==> config.mk <==
export PLATFORM = sky130hd
export DESIGN_NAME = exec_lsu
export DESIGN_NICKNAME = d
export VERILOG_FILES = /design/src/rtl/exec_pkg.sv /design/src/rtl/exec_lsu_lane.sv /design/src/rtl/exec_lsu.sv
export SDC_FILE = /design/constraint.sdc
export NUM_CORES = 1
export LEC_CHECK = 0
export BUFFER_PORTS_ARGS = -buffer_cell sky130_fd_sc_hd__buf_4
export CORE_AREA = 3 3 521 523
export DETAILED_ROUTE_END_ITERATION = 10
export DIE_AREA = 0 0 524 526
export HOLD_SLACK_MARGIN = 0.1
export PLACE_DENSITY = 0.32
export RECOVER_POWER = 50
export SLEW_MARGIN = 15
export SYNTH_ARGS = -nofsm -noshare
export SYNTH_HDL_FRONTEND = slang
export SYNTH_SLANG_ARGS = --single-unit
==> constraint.sdc <==
create_clock -name clk -period 3.67 [get_ports clk]
set_input_delay 0.734 -clock clk [delete_from_list [all_inputs] [get_ports clk]]
set_output_delay 0.734 -clock clk [all_outputs]
set_load 0.005 [all_outputs]
==> src/rtl/exec_pkg.sv <==
// Shared encodings, FSM states, AXI constants and helpers for the exec_lsu load/store unit.
package exec_pkg;

    localparam logic [1:0] SZ_B   = 2'd0;
    localparam logic [1:0] SZ_H   = 2'd1;
    localparam logic [1:0] SZ_W   = 2'd2;
    localparam logic [1:0] SZ_RSV = 2'd3;

    localparam logic [1:0] BURST_INCR = 2'b01;
    localparam logic [3:0] CACHE_DEF  = 4'b0011;

    typedef enum logic [2:0] {
        S_IDLE = 3'd0,
        S_RD_A = 3'd1,
        S_RD_D = 3'd2,
        S_WR   = 3'd3,
        S_WR_B = 3'd4,
        S_RESP = 3'd5
    } lsu_state_e;

    function automatic int lane_off_bits(input int data_w);
        return $clog2(data_w / 8);
    endfunction

    function automatic logic is_misaligned(input logic [1:0] size, input logic [1:0] lo);
        return (size == SZ_RSV) || (size == SZ_W && lo != 2'b00) || (size == SZ_H && lo[0]);
    endfunction

endpackage

==> src/rtl/exec_lsu_lane.sv <==
// Combinational byte-lane steering: store data/strobe placement and load extract with extension.
module exec_lsu_lane
    import exec_pkg::*;
#(
    parameter int DATA_W = 512,
    localparam int OFF    = lane_off_bits(DATA_W),
    localparam int STRB_W = DATA_W / 8
) (
    input  logic [OFF-1:0]    off_i,
    input  logic [1:0]        size_i,
    input  logic              sign_i,
    input  logic [31:0]       wdata_i,
    input  logic [DATA_W-1:0] rdata_i,
    output logic [DATA_W-1:0] wdata_o,
    output logic [STRB_W-1:0] wstrb_o,
    output logic [31:0]       rdata_o
);

    logic [31:0] wd_rot;
    logic [3:0]  size_mask;
    logic [31:0] raw;

    always_comb begin
        // Rotate so datum byte 0 lands on the lane offset within every 32-bit group.
        case (off_i[1:0])
            2'd1:    wd_rot = {wdata_i[23:0], wdata_i[31:24]};
            2'd2:    wd_rot = {wdata_i[15:0], wdata_i[31:16]};
            2'd3:    wd_rot = {wdata_i[7:0],  wdata_i[31:8]};
            default: wd_rot = wdata_i;
        endcase
        wdata_o = {(DATA_W / 32){wd_rot}};

        case (size_i)
            SZ_B:    size_mask = 4'h1;
            SZ_H:    size_mask = 4'h3;
            default: size_mask = 4'hF;
        endcase
        wstrb_o = STRB_W'(size_mask) << off_i;

        raw = 32'(rdata_i >> {off_i, 3'b000});
        case (size_i)
            SZ_B:    rdata_o = {{24{sign_i & raw[7]}},  raw[7:0]};
            SZ_H:    rdata_o = {{16{sign_i & raw[15]}}, raw[15:0]};
            default: rdata_o = raw;
        endcase
    end

endmodule

==> src/rtl/exec_lsu.sv <==
// Single-beat AXI4 load/store unit. Optional macro EXEC_LSU_MISALIGN_CHECK_EN: misaligned
// requests complete with an error instead of being force-aligned.
// state  | meaning
// IDLE   | ready for a request
// RD_A   | AR issued, R accepted alongside
// RD_D   | waiting for R beat
// WR     | AW and W outstanding
// WR_B   | waiting for B
// RESP   | one-cycle completion pulse
module exec_lsu
    import exec_pkg::*;
#(
    parameter int ADDR_W = 29,
    parameter int DATA_W = 512,
    parameter int ID_W   = 4,
    parameter int AXI_ID = 0
) (
    input  logic                  clk,
    input  logic                  rstn,
    input  logic                  req_valid,
    output logic                  req_ready,
    input  logic                  req_store,
    input  logic [1:0]            req_size,
    input  logic                  req_signed,
    input  logic [ADDR_W-1:0]     req_addr,
    input  logic [31:0]           req_wdata,
    input  logic [4:0]            req_rd,
    output logic                  resp_valid,
    output logic [31:0]           resp_data,
    output logic [4:0]            resp_rd,
    output logic                  resp_err,
    output logic [ADDR_W-1:0]     araddr,
    output logic                  arvalid,
    input  logic                  arready,
    output logic [2:0]            arsize,
    output logic [ID_W-1:0]       arid,
    output logic [7:0]            arlen,
    output logic [1:0]            arburst,
    output logic [3:0]            arcache,
    output logic [2:0]            arprot,
    output logic [3:0]            arqos,
    output logic                  arlock,
    input  logic [DATA_W-1:0]     rdata,
    input  logic [1:0]            rresp,
    input  logic                  rvalid,
    output logic                  rready,
    input  logic                  rlast,
    output logic [ADDR_W-1:0]     awaddr,
    output logic                  awvalid,
    input  logic                  awready,
    output logic [2:0]            awsize,
    output logic [ID_W-1:0]       awid,
    output logic [7:0]            awlen,
    output logic [1:0]            awburst,
    output logic [3:0]            awcache,
    output logic [2:0]            awprot,
    output logic [3:0]            awqos,
    output logic                  awlock,
    output logic [DATA_W-1:0]     wdata,
    output logic [DATA_W/8-1:0]   wstrb,
    output logic                  wlast,
    output logic                  wvalid,
    input  logic                  wready,
    input  logic [1:0]            bresp,
    input  logic                  bvalid,
    output logic                  bready
);

    localparam int OFF    = lane_off_bits(DATA_W);
    localparam int STRB_W = DATA_W / 8;

    lsu_state_e          state_q;
    logic [ADDR_W-1:0]   addr_q;
    logic [1:0]          size_q;
    logic                signed_q;
    logic                arvalid_q, rready_q, awvalid_q, wvalid_q, bready_q;
    logic                aw_done_q, w_done_q;
    logic [DATA_W-1:0]   wdata_q;
    logic [STRB_W-1:0]   wstrb_q;
    logic [31:0]         resp_data_q;
    logic [4:0]          resp_rd_q;
    logic                resp_err_q;

    logic [ADDR_W-1:0]   addr_eff;
    logic [1:0]          size_eff;
    logic                misalign;
    logic [OFF-1:0]      lane_off;
    logic [1:0]          lane_size;
    logic [DATA_W-1:0]   lane_wdata;
    logic [STRB_W-1:0]   lane_wstrb;
    logic [31:0]         lane_rdata;
    logic                aw_now, w_now;
    logic                unused_ok;

    always_comb begin
        size_eff = req_size;
        addr_eff = req_addr;
        misalign = 1'b0;
`ifdef EXEC_LSU_MISALIGN_CHECK_EN
        misalign = is_misaligned(req_size, req_addr[1:0]);
`else
        if (req_size == SZ_RSV) size_eff = SZ_W;
        if (size_eff == SZ_H) addr_eff[0] = 1'b0;
        else if (size_eff == SZ_W) addr_eff[1:0] = 2'b00;
`endif
    end

    // Insert path works on the incoming request, extract path on the latched one.
    assign lane_off  = (state_q == S_IDLE) ? addr_eff[OFF-1:0] : addr_q[OFF-1:0];
    assign lane_size = (state_q == S_IDLE) ? size_eff : size_q;

    exec_lsu_lane #(.DATA_W(DATA_W)) u_lane (
        .off_i   (lane_off),
        .size_i  (lane_size),
        .sign_i  (signed_q),
        .wdata_i (req_wdata),
        .rdata_i (rdata),
        .wdata_o (lane_wdata),
        .wstrb_o (lane_wstrb),
        .rdata_o (lane_rdata)
    );

    assign aw_now = aw_done_q | (awvalid_q & awready);
    assign w_now  = w_done_q  | (wvalid_q & wready);

    always_ff @(posedge clk or negedge rstn) begin
        if (!rstn) begin
            state_q     <= S_IDLE;
            addr_q      <= '0;
            size_q      <= '0;
            signed_q    <= 1'b0;
            arvalid_q   <= 1'b0;
            rready_q    <= 1'b0;
            awvalid_q   <= 1'b0;
            wvalid_q    <= 1'b0;
            bready_q    <= 1'b0;
            aw_done_q   <= 1'b0;
            w_done_q    <= 1'b0;
            wdata_q     <= '0;
            wstrb_q     <= '0;
            resp_data_q <= '0;
            resp_rd_q   <= '0;
            resp_err_q  <= 1'b0;
        end else begin
            case (state_q)
                S_IDLE: if (req_valid) begin
                    addr_q      <= addr_eff;
                    size_q      <= size_eff;
                    signed_q    <= req_signed;
                    resp_rd_q   <= req_rd;
                    resp_data_q <= '0;
                    resp_err_q  <= 1'b0;
                    if (misalign) begin
                        resp_err_q <= 1'b1;
                        state_q    <= S_RESP;
                    end else if (req_store) begin
                        wdata_q   <= lane_wdata;
                        wstrb_q   <= lane_wstrb;
                        awvalid_q <= 1'b1;
                        wvalid_q  <= 1'b1;
                        bready_q  <= 1'b1;
                        aw_done_q <= 1'b0;
                        w_done_q  <= 1'b0;
                        state_q   <= S_WR;
                    end else begin
                        arvalid_q <= 1'b1;
                        rready_q  <= 1'b1;
                        state_q   <= S_RD_A;
                    end
                end
                S_RD_A: if (arready) begin
                    arvalid_q <= 1'b0;
                    if (rvalid) begin
                        resp_data_q <= lane_rdata;
                        resp_err_q  <= rresp[1];
                        rready_q    <= 1'b0;
                        state_q     <= S_RESP;
                    end else begin
                        state_q <= S_RD_D;
                    end
                end
                S_RD_D: if (rvalid) begin
                    resp_data_q <= lane_rdata;
                    resp_err_q  <= rresp[1];
                    rready_q    <= 1'b0;
                    state_q     <= S_RESP;
                end
                S_WR: begin
                    if (awready) awvalid_q <= 1'b0;
                    if (wready)  wvalid_q  <= 1'b0;
                    aw_done_q <= aw_now;
                    w_done_q  <= w_now;
                    if (aw_now && w_now) state_q <= S_WR_B;
                end
                S_WR_B: if (bvalid) begin
                    resp_err_q <= bresp[1];
                    bready_q   <= 1'b0;
                    state_q    <= S_RESP;
                end
                S_RESP:  state_q <= S_IDLE;
                default: state_q <= S_IDLE;
            endcase
        end
    end

    assign req_ready  = (state_q == S_IDLE);
    assign resp_valid = (state_q == S_RESP);
    assign resp_data  = resp_data_q;
    assign resp_rd    = resp_rd_q;
    assign resp_err   = resp_err_q;

    assign araddr  = addr_q;
    assign arvalid = arvalid_q;
    assign arsize  = {1'b0, size_q};
    assign arid    = ID_W'(AXI_ID);
    assign arlen   = 8'd0;
    assign arburst = BURST_INCR;
    assign arcache = CACHE_DEF;
    assign arprot  = 3'd0;
    assign arqos   = 4'd0;
    assign arlock  = 1'b0;
    assign rready  = rready_q;

    assign awaddr  = addr_q;
    assign awvalid = awvalid_q;
    assign awsize  = {1'b0, size_q};
    assign awid    = ID_W'(AXI_ID);
    assign awlen   = 8'd0;
    assign awburst = BURST_INCR;
    assign awcache = CACHE_DEF;
    assign awprot  = 3'd0;
    assign awqos   = 4'd0;
    assign awlock  = 1'b0;
    assign wdata   = wdata_q;
    assign wstrb   = wstrb_q;
    assign wvalid  = wvalid_q;
    assign wlast   = wvalid_q;
    assign bready  = bready_q;

    // Single-beat bursts make rlast redundant; only the error bit of each resp matters.
    assign unused_ok = ^{rlast, rresp[0], bresp[0]};

endmodule
# After elaboration in Yosys (flattened, before gate mapping)
# Cells that the tools add are included.
classes:
  n_shift: 2
  n_reduce_logical: 19
  n_bitwise: 6
  muxes: 45
  eq_ne: 21
op_table:
  columns: ["cell", "count"]
  rows:
  - ["$shr A512 B9 Y32", 1]
  - ["$pmux W32 S3", 2]
  - ["$mux W32", 3]
  - ["$pmux W32 S2", 1]
  - ["$shl A4 B6 Y64", 1]
  - ["$reduce_and A4 Y1", 6]
  - ["$mux W1", 18]
  - ["$mux W3", 6]
  - ["$ne A2 B2 Y1 const B", 8]
  - ["$pmux W3 S5", 1]
  - ["$pmux W1 S2", 6]
  - ["$reduce_and A3 Y1", 3]
  - ["$eq A2 B2 Y1 const B", 4]
  - ["$mux W2", 4]
  - ["$pmux W4 S2", 1]
  - ["$eq A2 B1 Y1 const B", 3]
  - ["$eq A3 B2 Y1 const B", 2]
  - ["$eq A3 B3 Y1 const B", 2]
  - ["$mux W6", 1]
  - ["$reduce_bool A2 Y1", 3]
  - ["$reduce_and A5 Y1", 1]
  - ["$and A1 B1 Y1", 4]
  - ["$pmux W1 S4", 1]
  - ["$reduce_bool A4 Y1", 1]
  - ["other kinds (9)", 10]
totals:
  reg_bits: 656
  inputBits: 595
  elab_cells: 109

# Depth between registers and ports, before layout
# Gate-level depths: netlist of run 1.
logic_depth:
  ltp_word: 12
  mapped_depth: 16
  depth_no_buf: 10

# By module
# A second synthesis of run 1 with hierarchy kept.
hier_totals:
  hier_cells: 3533
  area_unflattened_um2: 45755.1
modules_own_cells:
  columns: ["module", "cells_each", "area_per_inst_um2", "seq_area_each_um2", "n_inst"]
  rows:
  - ["exec_lsu", 1630, 25136.6, 16415.7, 1]
  - ["exec_lsu_lane", 1903, 20618.5, 0.0, 1]

# Worst setup path before layout of run 1
# No wires, ideal clock.
synth_path:
  kind: "input -> register"
  from: "in req_size[1]"
  to: "reg resp_data_q[13] (netlist: resp_data[13])"
  setup_ps: 130
  cell_stages: 14
  path_slack_ps: 439
  arrival_time_ps: 3101
  cell_sequence: "or3b_1 > o21ai_1 > buf_4 > buf_6 > buf_6 > buf_6 > buf_4 > buf_2 > mux2i_1 > nand2_1 > a31oi_1 > nand3_1 > a32oi_1 > nand2_1"
synth_between:
  elab_chain_cells: 12
  word_cells_on_any_way: 17
  classes_between: "4 x eq/ne; 1 x shift; 10 x mux; 1 x bitwise; 1 x reduce/logical"
synth_lines:
  columns: ["item", "line", "source"]
  rows:
  - ["from (decl)", "exec_lsu.sv:23", "input logic [1:0] req_size,"]
  - ["$eq A2 B2 Y1", "exec_lsu.sv:102", "if (req_size == SZ_RSV) size_eff = SZ_W;"]
  - ["$mux W2 (*)", "exec_lsu.sv:102", null]
  - ["$eq A2 B2 Y1", "exec_lsu.sv:104", "else if (size_eff == SZ_W) addr_eff[1:0] = 2'b00;"]
  - ["$mux W2", "exec_lsu.sv:104", null]
  - ["$mux W1", "exec_lsu.sv:103", "if (size_eff == SZ_H) addr_eff[0] = 1'b0;"]
  - ["$mux W6", "exec_lsu.sv:109", "assign lane_off = (state_q == S_IDLE) ? addr_eff[OFF-1:0] : addr_q[OFF-1:0];"]
  - ["$shr A512 B9 Y32", "exec_lsu_lane.sv:40", "raw = 32'(rdata_i >> {off_i, 3'b000});"]
  - ["$and A1 B1 Y1", "exec_lsu_lane.sv:42", "SZ_B: rdata_o = {{24{sign_i & raw[7]}}, raw[7:0]};"]
  - ["$pmux W32 S2 (*)", "exec_lsu_lane.sv:41", "case (size_i)"]
  - ["$mux W32 (*)", "exec_lsu.sv:173, exec_lsu.sv:182", null]
  - ["$mux W32", "exec_lsu.sv:171", "S_RD_A: if (arready) begin"]
  - ["$pmux W32 S3 (*)", "exec_lsu.sv:145", "case (state_q)"]
  - ["to (signal assigned)", "exec_lsu.sv:174", "resp_data_q <= lane_rdata;"]
  - ["to (signal assigned)", "exec_lsu.sv:183", "resp_data_q <= lane_rdata;"]
  - ["to (decl)", "exec_lsu.sv:80", "logic [31:0] resp_data_q;"]
# Every way passes the cells marked *; elsewhere a longest branch is shown, timed or not. The select of a mux whose other input is x is not followed.
# A chain may end at the register's enable or synchronous reset.

# Final worst setup path of run 1
layout_path:
  from: "reg state_q[1]"
  to: "reg resp_data_q[6] (netlist: resp_data[6])"
layout_between:
  elab_chain_cells: 7
  word_cells_on_any_way: 13
  classes_between: "4 x eq/ne; 1 x shift; 5 x mux; 3 x reduce/logical"
layout_lines:
  columns: ["item", "line", "source"]
  rows:
  - ["from (decl)", "exec_lsu.sv:72", "lsu_state_e state_q;"]
  - ["from (signal assigned)", "exec_lsu.sv:128", "state_q <= S_IDLE;"]
  - ["from (signal assigned)", "exec_lsu.sv:155", "state_q <= S_RESP;"]
  - ["from (signal assigned)", "exec_lsu.sv:164", "state_q <= S_WR;"]
  - ["$logic_not A3 Y1", "exec_lsu.sv:109, exec_lsu.sv:145", null]
  - ["$mux W6", "exec_lsu.sv:109", null]
  - ["$shr A512 B9 Y32", "exec_lsu_lane.sv:40", null]
  - ["$pmux W32 S2", "exec_lsu_lane.sv:41", null]
  - ["$mux W32", "exec_lsu.sv:173, exec_lsu.sv:182", null]
  - ["$mux W32", "exec_lsu.sv:171", null]
  - ["$pmux W32 S3", "exec_lsu.sv:145", null]
# Several ways; a longest one is shown, not always the timed one. The select of a mux whose other input is x is not followed.

==> results of run 1 <==
[flip-flops by register name, indices dropped and copies added, names as in the netlist]
register and cells:
wdata 32, wstrb 64, resp_rd 5, aw_done_q 1, w_done_q 1, wlast 1, rready 1, resp_err 1
signed_q 1, awvalid 1, size_q 2, arvalid 1, araddr 29, state_q 3, bready 1, resp_data 32
[per-stage QoR]
step	instance area, um2	power [W]	setup WS (ns)	std cells	setup TNS (ns)
floorplan	26200	0.0205	0.439	3541	0
global placement	39400	0.0370	-0.984	8078	-15.26
detailed placement	39400	0.0369	-0.978	8078	-15.46
CTS	40800	0.0408	-0.00764	8134	-0.0115
global route	40900	0.0429	-0.0508	8170	-0.267
finish	40900	0.0403	0.0608	8178	0
[repair_timing]
item / in CTS / in global routing
pin swaps: 13 / 17
gates resized for setup: 74 / 72
buffers inserted: 17 / 11
hold buffers: 0 / 0
cloned: 9 / 6
setup endpoints to repair: 50 / 27
[synth_stat cells, types with 33 or more instances]
cell type	number
nand2_1	828
o211ai_1	34
nand4_1	34
buf_4	609
nor2_1	66
a22oi_1	55
a221oi_1	100
a31oi_1	80
o21ai_0	147
mux2i_1	424
buf_2	113
a21oi_1	103
mux4_2	40
nand3_1	225
clkbuf_1	74
dfrtp_1	176
a32oi_1	53
and3_1	33
[path summary, 6_finish.rpt]
kind | slack (ns) | endpoint | from
setup reg to reg | 0.06 | resp_data[6] | state_q[1]
max in group asynchronous | 0.94 | resp_data[26] | rstn
hold reg to reg | 0.47 | wdata[493] | wdata[493]
setup / recovery | 0.06 | resp_data[6] | state_q[1]
hold / removal | 0.37 | resp_rd[0] | req_rd[0]
min in group asynchronous | 0.80 | araddr[28] | rstn
[power by group through the flow]
stage	Clock [W]	Sequential [W]	Combinational (W)
global placement	0	0.00425	0.0328
floorplan	0	0.00355	0.0169
CTS	0.00222	0.00429	0.0343
detailed placement	0	0.00432	0.0326
finish	0.00205	0.00421	0.0341
global route	0.00223	0.00435	0.0363
[cell type report]
class | count | share of cell area
diodes | 27 | 0.00165
clock buffers | 20 | 0.0109
clock inverters | 12 | 0.00306
inverters | 9 | 0.000826
multi-input cells | 2517 | 0.406
flip-flops and latches | 176 | 0.108
well taps | 3552 | 0.109
repair buffers | 1865 | 0.361
[metal layers]
metal  track usage  share of wire  vias up
li1              -              -    14300
met1         0.168           0.37    16100
met2         0.298           0.54     1601
met3        0.0237          0.052      263
met4        0.0718          0.045       14
met5             0        0.00039        -
[worst max-delay path, stage by stage (launching register included)]
cell      delay, ns
dfrtp_2        0.47
or3_4          0.48
o21ai_4        0.20
buf_12         0.18
buf_16         0.19
buf_16         0.18
buf_4          0.24
mux2i_2        0.33
a221oi_2       0.12
a31oi_1        0.19
a21oi_2        0.07
a311oi_2       0.27
a31oi_2        0.11
buf_4          0.18
a32o_1         0.23
[logic make-up after synthesis]
logic type | share of synthesized area
buf+inv | 0.222
other cells | 0.000289
compound gates | 0.202
mux | 0.202
simple gates | 0.204
fa+ha+maj | 0.000385
flops | 0.169
==> results.json, run 1 <==
{
  "status": "complete, but fails checks",
  "violations": "capacitance limit, slew limit",
  "async_flop_share": 1.00,
  "synth_flop_cell": "dfrtp_1",
  "cap_viol_max_count": 4,
  "ys_types": 76,
  "grt_usage": 0.157,
  "endpoint_kind": "flip-flop",
  "fin_crit_ns": 3.61,
  "synth_area_leaders": "buf_4 18%, dfrtp_1 17%, mux2i_1 16%",
  "gp_congestion": 0.882,
  "reg2reg_depth": 14,
  "ant_nets": 0,
  "tightest_slew_ns": 2.30,
  "hpwlAfterDp_um": 186000,
  "critical_path_arrival_ns": 4.06,
  "rows": 190,
  "drt-total-wl_um": 230000,
  "grt_pass1_vias": 31900,
  "clock-sinks": 176,
  "grt_setup_unrepaired": "yes",
  "fp.dieH_um": 526,
  "htree_num_levels": 4,
  "initial_core_util": 0.0972,
  "finalHoldWorstSlack_ns": 0.366,
  "finalClockSkew_ns": 0.0264,
  "p_int_w": 0.0181,
  "grt-ovfl-total": 0,
  "synth_edf_count": 0,
  "wl_per_cell_um": 28.2,
  "regArea_um2": 4410,
  "fmax_mhz": 277,
  "final_core_util": 0.153,
  "io_buffers": 1275,
  "worstSetupPathType": "reg2reg",
  "grt_max_degree": 71,
  "fin_nets": 5181,
  "postSynthAreaPerCell_um2": 7.45,
  "layout_commonest_cell": "buf_4",
  "drive_gt1_frac": 0.421,
  "route.detailed.drc": 0,
  "synth-seq-cells": 176,
  "die_x_um": 524,
  "cp_max_fo": 14,
  "ys_warn_count": 0,
  "avgViaCountPerCell": 3.94,
  "syn2layout_area_growth_pct": 57.4,
  "layout_common_cells": "1437 x buf_4, 819 x nand2_1, 393 x mux2i_1",
  "ys_seq_area_frac": 0.169,
  "cts_root_buffer": "clkbuf_16",
  "drt_iter0_markers": 2633,
  "p_leak_nw": 17.8,
  "drtPass1Iterations": 8,
  "switching_share": 0.552,
  "core_area_um2": 267000,
  "fillCellCount": 30700,
  "seqPwrFrac": 0.104,
  "startpoint_type": "flip-flop",
  "clkTransAtPathRegs_ns": 0.10,
  "clk_latency_ns": 0.55,
  "p_sw_w": 0.0223,
  "synthesis.area_um2": 26000,
  "die-area_um2": 276000,
  "antenna_found_initial": 54,
  "clockBufferDepth": 2,
  "p_per_area_nw_per_um2": 986,
  "finalHoldViolCount": 0,
  "synthCells": 3489,
  "fin_crit_sh": 0.983,
  "cp.required_ns": 4.12,
  "cts_buffers": 17,
  "holdPathStages": 3,
  "report.final.slew_viol_count": 121,
  "multiInputGateArea_um2": 16600,
  "grt_pass1_wl_um": 295000,
  "power_frac_clock": 0.051,
  "num_vias": 32300,
  "min_path_type": "in2reg",
  "pwr-share-comb": 0.845,
  "setup_viol": 0,
  "cts_tree": "yes",
  "ioPinCount": 1333,
  "ir_drop_mv": 0.333,
  "yosys.area.top_type": "buf_4",
  "max_slew_margin": -0.532,
  "yosysTopAreaCellShare": 0.176
}
Power figures use the tool's default switching activity.
==> inputs of run 2 (changes only) <==
==> constraint.sdc (replaced) <==
create_clock -name clk -period 3.67 [get_ports clk]
set_input_delay 0.734 -clock clk [delete_from_list [all_inputs] [get_ports clk]]
set_output_delay 0.734 -clock clk [all_outputs]
set_load 0.02 [all_outputs]
==> results.json, run 2 (same netlist as run 1, synthesis figures left out) <==
{
  "pre_cts_ws_ns": -0.934,
  "grt_pass1_vias": 31800,
  "drt_iter0_markers": 2352,
  "finalHoldViolCount": 0,
  "worstSetupPathType": "reg2reg",
  "clkTransAtPathRegs_ns": 0.10,
  "endpoint_kind": "flip-flop",
  "cts_tree": "yes",
  "cp.required_ns": 4.11,
  "p_leak_nw": 17.4,
  "die-area_um2": 276000,
  "io_buffers": 1275,
  "final_core_util": 0.151,
  "core_area_um2": 267000,
  "finalHoldWorstSlack_ns": 0.373,
  "wl_per_cell_um": 28.3,
  "grt_setup_unrepaired": "yes",
  "grt-ovfl-total": 0,
  "route.detailed.drc": 0,
  "tightest_slew_ns": 2.26,
  "fin_crit_sh": 0.987,
  "drt-total-wl_um": 232000,
  "power_frac_clock": 0.047,
  "ir_drop_mv": 0.350,
  "rows": 190,
  "report.final.slew_viol_count": 138,
  "regArea_um2": 4410,
  "p_sw_w": 0.0261,
  "violations": "capacitance limit, slew limit",
  "p_int_w": 0.0177,
  "hpwlAfterDp_um": 186000,
  "cts_root_buffer": "clkbuf_16",
  "htree_num_levels": 4,
  "cts_hold_buf": 0,
  "fin_crit_ns": 3.62,
  "cts_buffers": 17,
  "antenna_found_initial": 58,
  "p_per_area_nw_per_um2": 1080,
  "finalClockSkew_ns": 0.0246,
  "fp.dieH_um": 526,
  "fmax_mhz": 276,
  "fin_nets": 5178,
  "grt_pass1_wl_um": 295000,
  "drtPass1Iterations": 6,
  "grt_max_degree": 71,
  "clk_latency_ns": 0.56,
  "startpoint_type": "flip-flop",
  "ioPinCount": 1333,
  "pwr-share-comb": 0.858,
  "seqPwrFrac": 0.095,
  "fillCellCount": 30900,
  "cp_max_fo": 21,
  "layout_commonest_cell": "buf_4",
  "clockBufferDepth": 2,
  "drive_gt1_frac": 0.392,
  "ant_nets": 0,
  "initial_core_util": 0.0972,
  "setup_ws_ns": 0.0474,
  "fin_cells": 8173,
  "die_x_um": 524,
  "status": "complete, but fails checks",
  "min_path_type": "in2reg",
  "layout_common_cells": "1512 x buf_4, 820 x nand2_1, 393 x mux2i_1",
  "setup_viol": 0,
  "largest_reg_flops": 64,
  "avgViaCountPerCell": 3.98,
  "cap_viol_max_count": 5,
  "multiInputGateArea_um2": 16600,
  "switching_share": 0.596,
  "max_slew_margin": -0.509,
  "gp_congestion": 0.882,
  "dp.cells": 8078,
  "clock-sinks": 176,
  "grt_usage": 0.157,
  "syn2layout_area_growth_pct": 55.4,
  "critical_path_arrival_ns": 4.06,
  "num_vias": 32500
}
## run 2: changes by cell type in the layout (fill, tap and decap cells not counted), moves of 3 or more
cell / previous run / this run
clkbuf_4: 211 / 0
clkbuf_1: 118 / 253
buf_4: 1437 / 1512
buf_6: 22 / 16
buf_8: 4 / 8
mux2i_2: 24 / 21
mux2i_4: 8 / 11
## run 2: path summary, 6_finish.rpt
kind / from / end / slack [ns] / cells after the start
max in group asynchronous: rstn / resp_data[30] / 0.99 / 2
setup reg to reg: state_q[2] / resp_data[13] / 0.05 / 13
hold / removal: req_rd[0] / resp_rd[0] / 0.37 / 3
min in group asynchronous: rstn / araddr[28] / 0.80 / 1
setup / recovery: state_q[2] / resp_data[13] / 0.05 / 13
hold reg to reg: wdata[509] / wdata[509] / 0.47 / 2
## run 2: timing repair
action,CTS,global route
setup endpoints to repair,47,24
cloned,8,6
setup buffers,16,11
pin swaps,16,15
gates resized for setup,80,71
## run 2: power groups by stage
stage               clock network (W)  registers [W]  logic [W]
finish                        0.00206        0.00417     0.0376
global route                  0.00225        0.00429     0.0397
CTS                           0.00222        0.00424     0.0381
detailed placement                  0        0.00426     0.0364
global placement                    0        0.00420     0.0366
floorplan                           0        0.00429     0.0200
## run 2: critical path: stages, from the launching register on
cell and delay (ns):
dfrtp_2 0.47, or3_4 0.49, buf_4 0.18, mux2i_4 0.22, nor2_4 0.23, buf_12 0.21, buf_12 0.21, buf_6 0.20
a221oi_1 0.11, o21ai_0 0.21, a21oi_1 0.12, or4_4 0.54, a32oi_1 0.20, nand2_1 0.08
## run 2: layout make-up
type,count,area share
Inverter,9,0.000929
Timing Repair Buffer,1862,0.352
Multi-Input combinational cell,2517,0.412
Sequential cell,176,0.109
Tap cell,3552,0.110
Antenna cell,25,0.00155
Clock inverter,12,0.00310
Clock buffer,20,0.0111
## run 2: through the flow
step                      total power, W  area (um2)  setup TNS [ns]
after floorplan                   0.0243       26200               0
after global placement            0.0408       39400          -15.26
after detailed placement          0.0407       39400          -14.95
after CTS                         0.0446       40800         -0.0288
after global routing              0.0463       40400          -0.224
final                             0.0438       40400               0
## run 2: per-layer routing
layer	GRT usage	routed length (um)
met2	0.299	124000
met4	0.0648	10500
met5	0	103
met1	0.169	84800
met3	0.0264	12600
